`config.mk`:
```
export PLATFORM = sky130hd
export DESIGN_NAME = combo_code_sender
export DESIGN_NICKNAME = d
export VERILOG_FILES = /design/src/rtl/combo_code_sender.sv
export SDC_FILE = /design/constraint.sdc
export NUM_CORES = 1
export LEC_CHECK = 0
export ABC_CLOCK_PERIOD_IN_PS = 3190
export BUFFER_PORTS_ARGS = -buffer_cell sky130_fd_sc_hd__buf_2
export CAP_MARGIN = 15
export CORE_MARGIN = 10
export CORE_UTILIZATION = 58
export CTS_BUF_LIST = sky130_fd_sc_hd__clkbuf_2 sky130_fd_sc_hd__clkbuf_4 sky130_fd_sc_hd__clkbuf_8
export CTS_CLUSTER_DIAMETER = 40
export DETAILED_ROUTE_END_ITERATION = 8
export PLACE_DENSITY = 0.9
export SLEW_MARGIN = 20
export SYNTH_ARGS = -nofsm -noshare
export SYNTH_HDL_FRONTEND = slang
export SYNTH_SLANG_ARGS = --single-unit
```
`constraint.sdc`:
```
create_clock -name clk -period 3.19 [get_ports clk]
set_clock_uncertainty 0.15 [all_clocks]
set_input_delay 0.319 -clock clk [delete_from_list [all_inputs] [get_ports clk]]
set_output_delay 0.319 -clock clk [all_outputs]
set_load 0.01 [all_outputs]
```
`src/rtl/combo_code_sender.sv`:
```
// Serializes a latched code MSB-first as one-hot zero/one key strobes for a
// combination lock, each strobe followed by a fixed idle gap.
module combo_code_sender #(
  parameter int MAX_LEN = 8,
  parameter int PULSE   = 1,
  parameter int GAP     = 2
) (
  input  logic                         clk,
  input  logic                         rst,
  input  logic                         start,
  input  logic                         abort,
  input  logic [MAX_LEN-1:0]           code,
  input  logic [$clog2(MAX_LEN+1)-1:0] len,
  output logic                         zero,
  output logic                         one,
  output logic                         busy,
  output logic                         done,
  output logic [$clog2(MAX_LEN+1)-1:0] idx,
  output logic [1:0]                   dbg_state
);

  localparam int LW   = $clog2(MAX_LEN + 1);
  localparam int CMAX = (PULSE > GAP) ? PULSE : GAP;
  localparam int CW   = (CMAX > 1) ? $clog2(CMAX) : 1;

  typedef enum logic [1:0] {
    S_IDLE  = 2'd0,
    S_PULSE = 2'd1,
    S_GAP   = 2'd2,
    S_DONE  = 2'd3
  } state_t;

  state_t             state;
  logic [MAX_LEN-1:0] sr;
  logic [CW-1:0]      cnt;
  logic [LW-1:0]      len_q;

  logic [LW-1:0]      len_c;
  logic [LW-1:0]      shamt;
  logic [MAX_LEN-1:0] aligned;
  logic [MAX_LEN-1:0] sr_next;
  logic [LW-1:0]      idx_nx;

  // Left-align the code so the first symbol to send always sits at the MSB.
  assign len_c     = (len > LW'(MAX_LEN)) ? LW'(MAX_LEN) : len;
  assign shamt     = LW'(MAX_LEN) - len_c;
  assign aligned   = code << shamt;
  assign sr_next   = sr << 1;
  assign idx_nx    = idx + 1'b1;
  assign dbg_state = state;

  always_ff @(posedge clk) begin
    if (rst) begin
      state <= S_IDLE;
      sr    <= '0;
      cnt   <= '0;
      len_q <= '0;
      idx   <= '0;
      zero  <= 1'b0;
      one   <= 1'b0;
      busy  <= 1'b0;
      done  <= 1'b0;
    end else begin
      case (state)
        S_IDLE: begin
          done <= 1'b0;
          if (start) begin
            sr    <= aligned;
            len_q <= len_c;
            idx   <= '0;
            if (len_c != '0) begin
              state <= S_PULSE;
              busy  <= 1'b1;
              cnt   <= CW'(PULSE - 1);
              zero  <= ~aligned[MAX_LEN-1];
              one   <= aligned[MAX_LEN-1];
            end else begin
              state <= S_DONE;
              done  <= 1'b1;
            end
          end
        end

        S_PULSE: begin
          if (abort) begin
            state <= S_IDLE;
            zero  <= 1'b0;
            one   <= 1'b0;
            busy  <= 1'b0;
          end else if (cnt == '0) begin
            state <= S_GAP;
            zero  <= 1'b0;
            one   <= 1'b0;
            cnt   <= CW'(GAP - 1);
          end else begin
            cnt <= cnt - 1'b1;
          end
        end

        S_GAP: begin
          if (abort) begin
            state <= S_IDLE;
            busy  <= 1'b0;
          end else if (cnt == '0) begin
            idx <= idx_nx;
            sr  <= sr_next;
            if (idx_nx == len_q) begin
              state <= S_DONE;
              busy  <= 1'b0;
              done  <= 1'b1;
            end else begin
              state <= S_PULSE;
              cnt   <= CW'(PULSE - 1);
              zero  <= ~sr_next[MAX_LEN-1];
              one   <= sr_next[MAX_LEN-1];
            end
          end else begin
            cnt <= cnt - 1'b1;
          end
        end

        S_DONE: begin
          done  <= 1'b0;
          state <= S_IDLE;
        end

        default: state <= S_IDLE;
      endcase
    end
  end

endmodule

```
==> results of run 1 <==
==> cell families after synthesis <==
| kind of cell | Yosys count |
|---|---|
| compound gates | 57 |
| flops | 22 |
| fa+ha+maj | 7 |
| mux | 11 |
| simple gates | 70 |
| xor+xnor | 7 |
| buf+inv | 21 |
==> cell usage after synthesis (all sizes together), types with 3 or more instances <==
| cell type | count | area (µm²) |
|---|---|---|
| clkbuf | 11 | 41.3 |
| buf | 3 | 30.0 |
| ha | 7 | 87.6 |
| nor2 | 28 | 105 |
| nand2 | 11 | 41.3 |
| a222oi | 3 | 30.0 |
| a22oi | 3 | 22.5 |
| mux2i | 9 | 90.1 |
| inv | 7 | 28.8 |
| o21ai | 7 | 35.0 |
| nand2b | 4 | 25.0 |
| xnor2 | 4 | 35.0 |
| a311oi | 3 | 26.3 |
| nor2b | 7 | 51.3 |
| dfxtp | 22 | 440 |
| a211oi | 3 | 22.5 |
| a31oi | 4 | 25.0 |
| a21oi | 17 | 85.1 |
| nand3 | 7 | 35.0 |
==> power by group <==
group	internal (µW)	total (µW)	switching, µW
Combinational	134	322	188
Sequential	309	333	23.9
Clock	127	214	87.2
Total	570	870	299
==> metal layers <==
layer | vias up | global-route usage [%]
met1 | 674 | 18.0
met2 | 53 | 23.8
met3 | 4 | 4.63
met4 | 0 | 1.94
met5 | - | 0
li1 | 746 | -
==> worst reg2reg max path: cells and delay by family (launching register included) <==
kind / cells / cell delay, ns
and+or+nand+nor: 3 / 0.89
adders and majority gates: 1 / 0.23
DFF: 1 / 0.45
xor gates and xnor gates: 1 / 0.23
AOI/OAI and AO/OA: 1 / 0.24
==> metrics by stage <==
step / utilization (%) / total power, µW / cell area (µm²)
after floorplan: - / 576 / 1590
after global placement: 66.2 / 651 / 1680
after detailed placement: 66.2 / 659 / 1680
after CTS: 68.2 / 875 / 1740
after global routing: 68.2 / 935 / 1740
final: 68.2 / 870 / 1740
==> final cells by class <==
cell class                 count  share of cell area [%]
clock buffer                   3                    1.30
inverter                       7                    1.66
tap                           30                    2.16
clock inverter                 1                    1.73
multi-input combinational    152                    60.2
timing repair buffer          26                    7.64
sequential                    22                    25.4
==> sequential cells by signal, summed over array words and instances (netlist names) <==
signal,count
cnt,1
idx,4
sr,7
busy,1
one,1
dbg_state,2
len_q,4
zero,1
done,1
==> worst paths after layout <==
path / endpoint / cells past startpoint
setup / recovery: one / 9
hold reg to reg: len_q[3] / 2
setup reg to reg: one / 6
hold / removal: len_q[3] / 3
==> key figures, run 1 <==
Critical path
  – Crit path capture type: flip-flop
  – Reg-to-reg slack, setup: 0.94 ns
  – Crit-path max FO: 11
  – Cell Chain, Critical Path: buf_2, nor2b_4, inv_4, ha_1, inv_1, xnor2_1, mux4_2, or3_1, a311oi_1
  – Slowest stage cell, crit path: mux4_2
  – R2R Path Start: idx[0]
  – CP required: 3.28 ns
  – Crit path buf inv count: 3
  – Kind of cell adding the most delay to the critical path: multiplexers
  – CP Class: input port to flip-flop
  – Setup crit start kind: input port
  – Worst setup path start: len[3]
  – CP max stage delay: 0.51 ns
  – Crit path DAT: 2.53 ns

Clock network
  – Number of buffers inserted by hold repair at cts: 0
  – Clock Latency Late Sink: 0.32 ns
  – Post-CTS sizing: 0
  – CTS tree: yes
  – Root Buffer: clkbuf_4
  – Cts bufs inserted: 3
  – CTS clk-pin slew, worst paths: 0.12 ns
  – Post-CTS Setup Repair Bufs: 0
  – H-tree depth: 1
  – CTS Sinks: 22
  – Max clock buf depth: 2

Synthesis
  – Synthesized area: around 0.0016 mm²
  – Cell variety after synth: 48
  – Avg Cell Area, Syn: 8.13 µm²
  – Register bit total from synthesis: 22
  – Cell count after synthesis: 195
  – Synth Area in Adders: 5.52%
  – Simple-Gate Fraction of Synth Area: 21.9%
  – Synth warn: 0
  – Compound-gate portion of the synthesized area: about a quarter
  – Dominant synthesized flop cell: dfxtp_1
  – Post-synth net total: 218
  – Mux contribution to synthesized area: between 8 and 9%
  – Number of synthesized flops with an enable pin: 0
  – Largest family of logic cells by synthesized area: compound AO/OA/AOI/OAI gates
  – Sequential area share after synthesis: 27.8%
  – Post-Synth XOR/XNOR Area: 4.81%
  – FFs w/ async S/R, synth: 0%

Global routing
  – Number of antenna violations at the first check in global routing: 0
  – GRT Overall Usage: around 14%
  – First-pass GRT wire length: 6.42 mm
  – Largest net degree at the start of global routing: 25
  – Gr ovfl total: 0
  – Vias in the first global route: 1399

Power
  – P_leak: between 0.0007 and 0.0008 µW
  – Max VDD drop: 0.420 mV
  – Pwr Density: roughly 500 mW/mm²

Cells and area
  – Final std cells w/o fill: between 200 and 250
  – Layout area overhead: 9.55%
  – Most common cell after layout, fill and taps aside: nor2_1
  – Most frequent cells in the layout: 28 x nor2_1, 25 x buf_2, 22 x dfxtp_1
  – Multi-input gate area: 0.00104 mm²
  – N_diodes: 0
  – Fillers: 213
  – Sequential cell area: 440 µm²
  – Share of cells above drive strength 1: 16.6%
  – Fin nets: 235

Routing
  – WL/cell: 15.2 µm
  – Final antenna-violating net count: 0
  – DR vias/cell: 6.13
  – Drt drc: 0
  – Via count: 1477
  – DRT Wirelength: 3.67 mm
  – DR top layer: met4
  – Met1 WL: about 1.6 mm
  – Initial drt markers: 195
  – Routed wire length on met3: just under 300 µm
  – DR pass1 iterations: 4
  – Routed met2 length: between 1.5 and 2 mm

Placement
  – Placed cells: 237
  – IO Port Bufs: 25
  – Final GP Congestion: 0.949
  – Detailed placer's ending HPWL: between 2 and 3 mm
  – Pre-CTS WS: 0.398 ns

Die
  – IO Pins: 26
  – Die W: 72.3 µm
  – Starting density of the core: 62.3%
  – DIE AREA: 0.00522 mm²
  – Core ar.: 0.00254 mm²
  – Chip Height: 72.3 µm
  – Site Rows: 18

Timing
  – Max-slew headroom: approximately 61%
  – Slew Viols, Final: 0
  – Hold_ws: 0.159 ns
  – Setup TNS: 0 ns
  – Period utilization: 76.6%
  – Final setup violating endpoints: 0
  – Final WS setup: 0.748 ns
  – Slew @ Worst Pin: a little under 0.6 ns
  – Highest clock rate: 0.409 GHz
  – RSZ-0062 raised after global routing: no
  – Final Hold Vio Count: 0
  – Min cycle time layout: 2.44 ns

Job
  – Max-Cap Viols: 0

Outcome
  – Status: complete, no violations

Worst hold path
  – Tightest Hold Check Type: input port to flip-flop
  – Worst Min Path Start: start
Note: power is estimated with default switching activity, not from simulation.
==> inputs of run 2 (changes only) <==
- ABC_CLOCK_PERIOD_IN_PS: 3190 -> 2100
- CORE_UTILIZATION: 58 -> 53
- PLACE_DENSITY: 0.9 -> 0.87
- clock period: 3.19 -> 2.1 ns (I/O delays scaled with it)
==> run 2 against run 1 <==
Effect of this change:
- worst setup slack got worse by 0.61 ns
- final cell count increased by 10%
- power rose by 52%
- register-to-register slack lost 0.80 ns
- count of clock-buffer cells in the layout up 1
- sequential share of layout area fell by 2.6 points
- critical endpoint is now busy
==> key figures, run 2 (synthesized netlist as in run 1, its figures left out) <==
Critical path
  – R2R Path Start: dbg_state[1]
  – CP endpoint: busy
  – Worst Reg2Reg Path Length in Cells: 7
  – CP Class: flip-flop to flip-flop
  – CP required: 2.18 ns
  – Setup crit start kind: flip-flop
  – Crit-path max FO: 7
  – RR Endpoint: busy
  – Worst setup path start: dbg_state[1]
  – Crit path capture type: flip-flop
  – Reg-to-reg slack, setup: ~0.14 ns
  – Crit path DAT: 2.04 ns

Timing
  – Highest clock rate: between 0.5 and 0.6 GHz
  – Slew Viols, Final: 0
  – Slew @ Worst Pin: 0.440 ns
  – RSZ-0062 raised after global routing: no
  – Final setup violating endpoints: 0
  – Setup TNS: 0 ns
  – Period utilization: 93.6%
  – Hold_ws: 0.0425 ns
  – Min cycle time layout: 1.96 ns
  – Final Hold Vio Count: 0
  – Max-slew headroom: between 70% and 80%

Routing
  – Via count: approximately 1600
  – Final antenna-violating net count: 0
  – DRT Wirelength: ~4 mm
  – Initial drt markers: 85
  – Drt drc: 0
  – DR pass1 iterations: 6
  – DR vias/cell: 5.98
  – WL/cell: 15.4 µm

Die
  – Starting density of the core: 56.5%
  – DIE AREA: 0.00558 mm²
  – Die W: 74.7 µm
  – Core ar.: roughly 0.0028 mm²
  – Chip Height: 74.7 µm
  – Site Rows: 19
  – IO Pins: 26

Cells and area
  – Most common cell after layout, fill and taps aside: nor2_1
  – Largest Register: sr
  – Most frequent cells in the layout: 27 x nor2_1, 25 x buf_2, 24 x buf_4
  – Core Util, Final: 69.1%
  – Multi-input gate area: 0.00109 mm²
  – Fillers: ~230
  – Layout area overhead: 22.3%
  – Fin nets: ~260
  – Share of cells above drive strength 1: 28.6%
  – Final instance area: 0.00194 mm²
  – Largest register FFs: 7
  – Final std cells w/o fill: approximately 270
  – N_diodes: 0
  – Sequential cell area: ~440 µm²
  – Biggest regs: sr: 7 flops, idx: 4 flops, len_q: 4 flops

Job
  – Max-Cap Viols: 0

Power
  – Int Power: 844 µW
  – P_leak: 0.000842 µW
  – Sequential power share: 37.6%
  – Net Sw Frac: 36.2%
  – Switching power of the nets: 478 µW
  – Max VDD drop: between 0.4 and 0.5 mV
  – Comb power frac: around 45%
  – Clk network pwr share: 17.7%
  – Pwr Density: 682 mW/mm²

Placement
  – Detailed placer's ending HPWL: 3.21 mm
  – Final GP Congestion: 1.04
  – Cell Area, Placed: 0.00189 mm²
  – IO Port Bufs: 25
  – Placed cells: 261

Clock network
  – Max clock buf depth: 2
  – CTS Sinks: 22
  – H-tree depth: 1
  – Root Buffer: clkbuf_4
  – Cts bufs inserted: 3
  – CTS tree: yes
  – CTS clk-pin slew, worst paths: 0.13 ns
  – Clock Latency Late Sink: 0.31 ns

Worst hold path
  – Tightest Hold Check Type: input port to flip-flop

Outcome
  – Status: complete, no violations

Global routing
  – Gr ovfl total: 0
  – Largest net degree at the start of global routing: 25
  – First-pass GRT wire length: 6.68 mm
  – Number of antenna violations at the first check in global routing: 0
  – Vias in the first global route: 1504
  – GRT Overall Usage: 14.9%
-- run 2: layout make-up --
type | count | share of cell area, %
multi-input cells | 152 | 56.0
flip-flops and latches | 22 | 22.8
repair buffers | 49 | 15.7
well taps | 31 | 2.00
clock buffers | 4 | 1.87
inverters | 7 | 1.61
-- run 2: per-stage QoR --
step / setup WS [ns] / power (µW)
floorplan: -0.0713 / 883
global placement: -0.0464 / 1070
detailed placement: -0.0967 / 1080
CTS: 0.0541 / 1310
global route: 0.0241 / 1420
finish: 0.135 / 1320
-- run 2: worst max-delay path: stages (launching register included) --
cell and delay [ns]:
dfxtp_1 0.36, inv_1 0.10, ha_1 0.27, nor2b_1 0.19, a211oi_1 0.32, buf_4 0.18
a21oi_1 0.06, a311oi_1 0.25
-- run 2: per-layer routing --
layer,vias to the layer above,routed length [µm],global-route usage (%)
met2,32,2050,26.4
met3,6,180,3.94
met1,748,1810,17.4
li1,798,-,-
met4,0,52,3.99
met5,-,0,0
-- run 2: power groups by stage --
stage	logic, µW	clock network [µW]	registers (µW)
after detailed placement	573	0	506
after floorplan	361	0	522
after global placement	562	0	505
after global routing	652	262	503
after CTS	576	242	497
final	591	234	497
-- run 2: how the worst min path moves through the flow --
stage	start	to	slack [ns]	cells after the start
floorplan	rst	done	0.16	1
global placement	len_q[1]	len_q[1]	0.31	2
detailed placement	len_q[3]	len_q[3]	0.32	2
CTS	start	len_q[3]	0.04	3
global route	start	len_q[3]	0.05	3
finish	start	len_q[3]	0.04	3
-- run 2: what timing repair did --
action	CTS	global route
gates resized for setup	0	5
endpoints found under the setup margin	0	2
hold buffers	0	0
buffers inserted	0	0
hold endpoints to repair	0	0
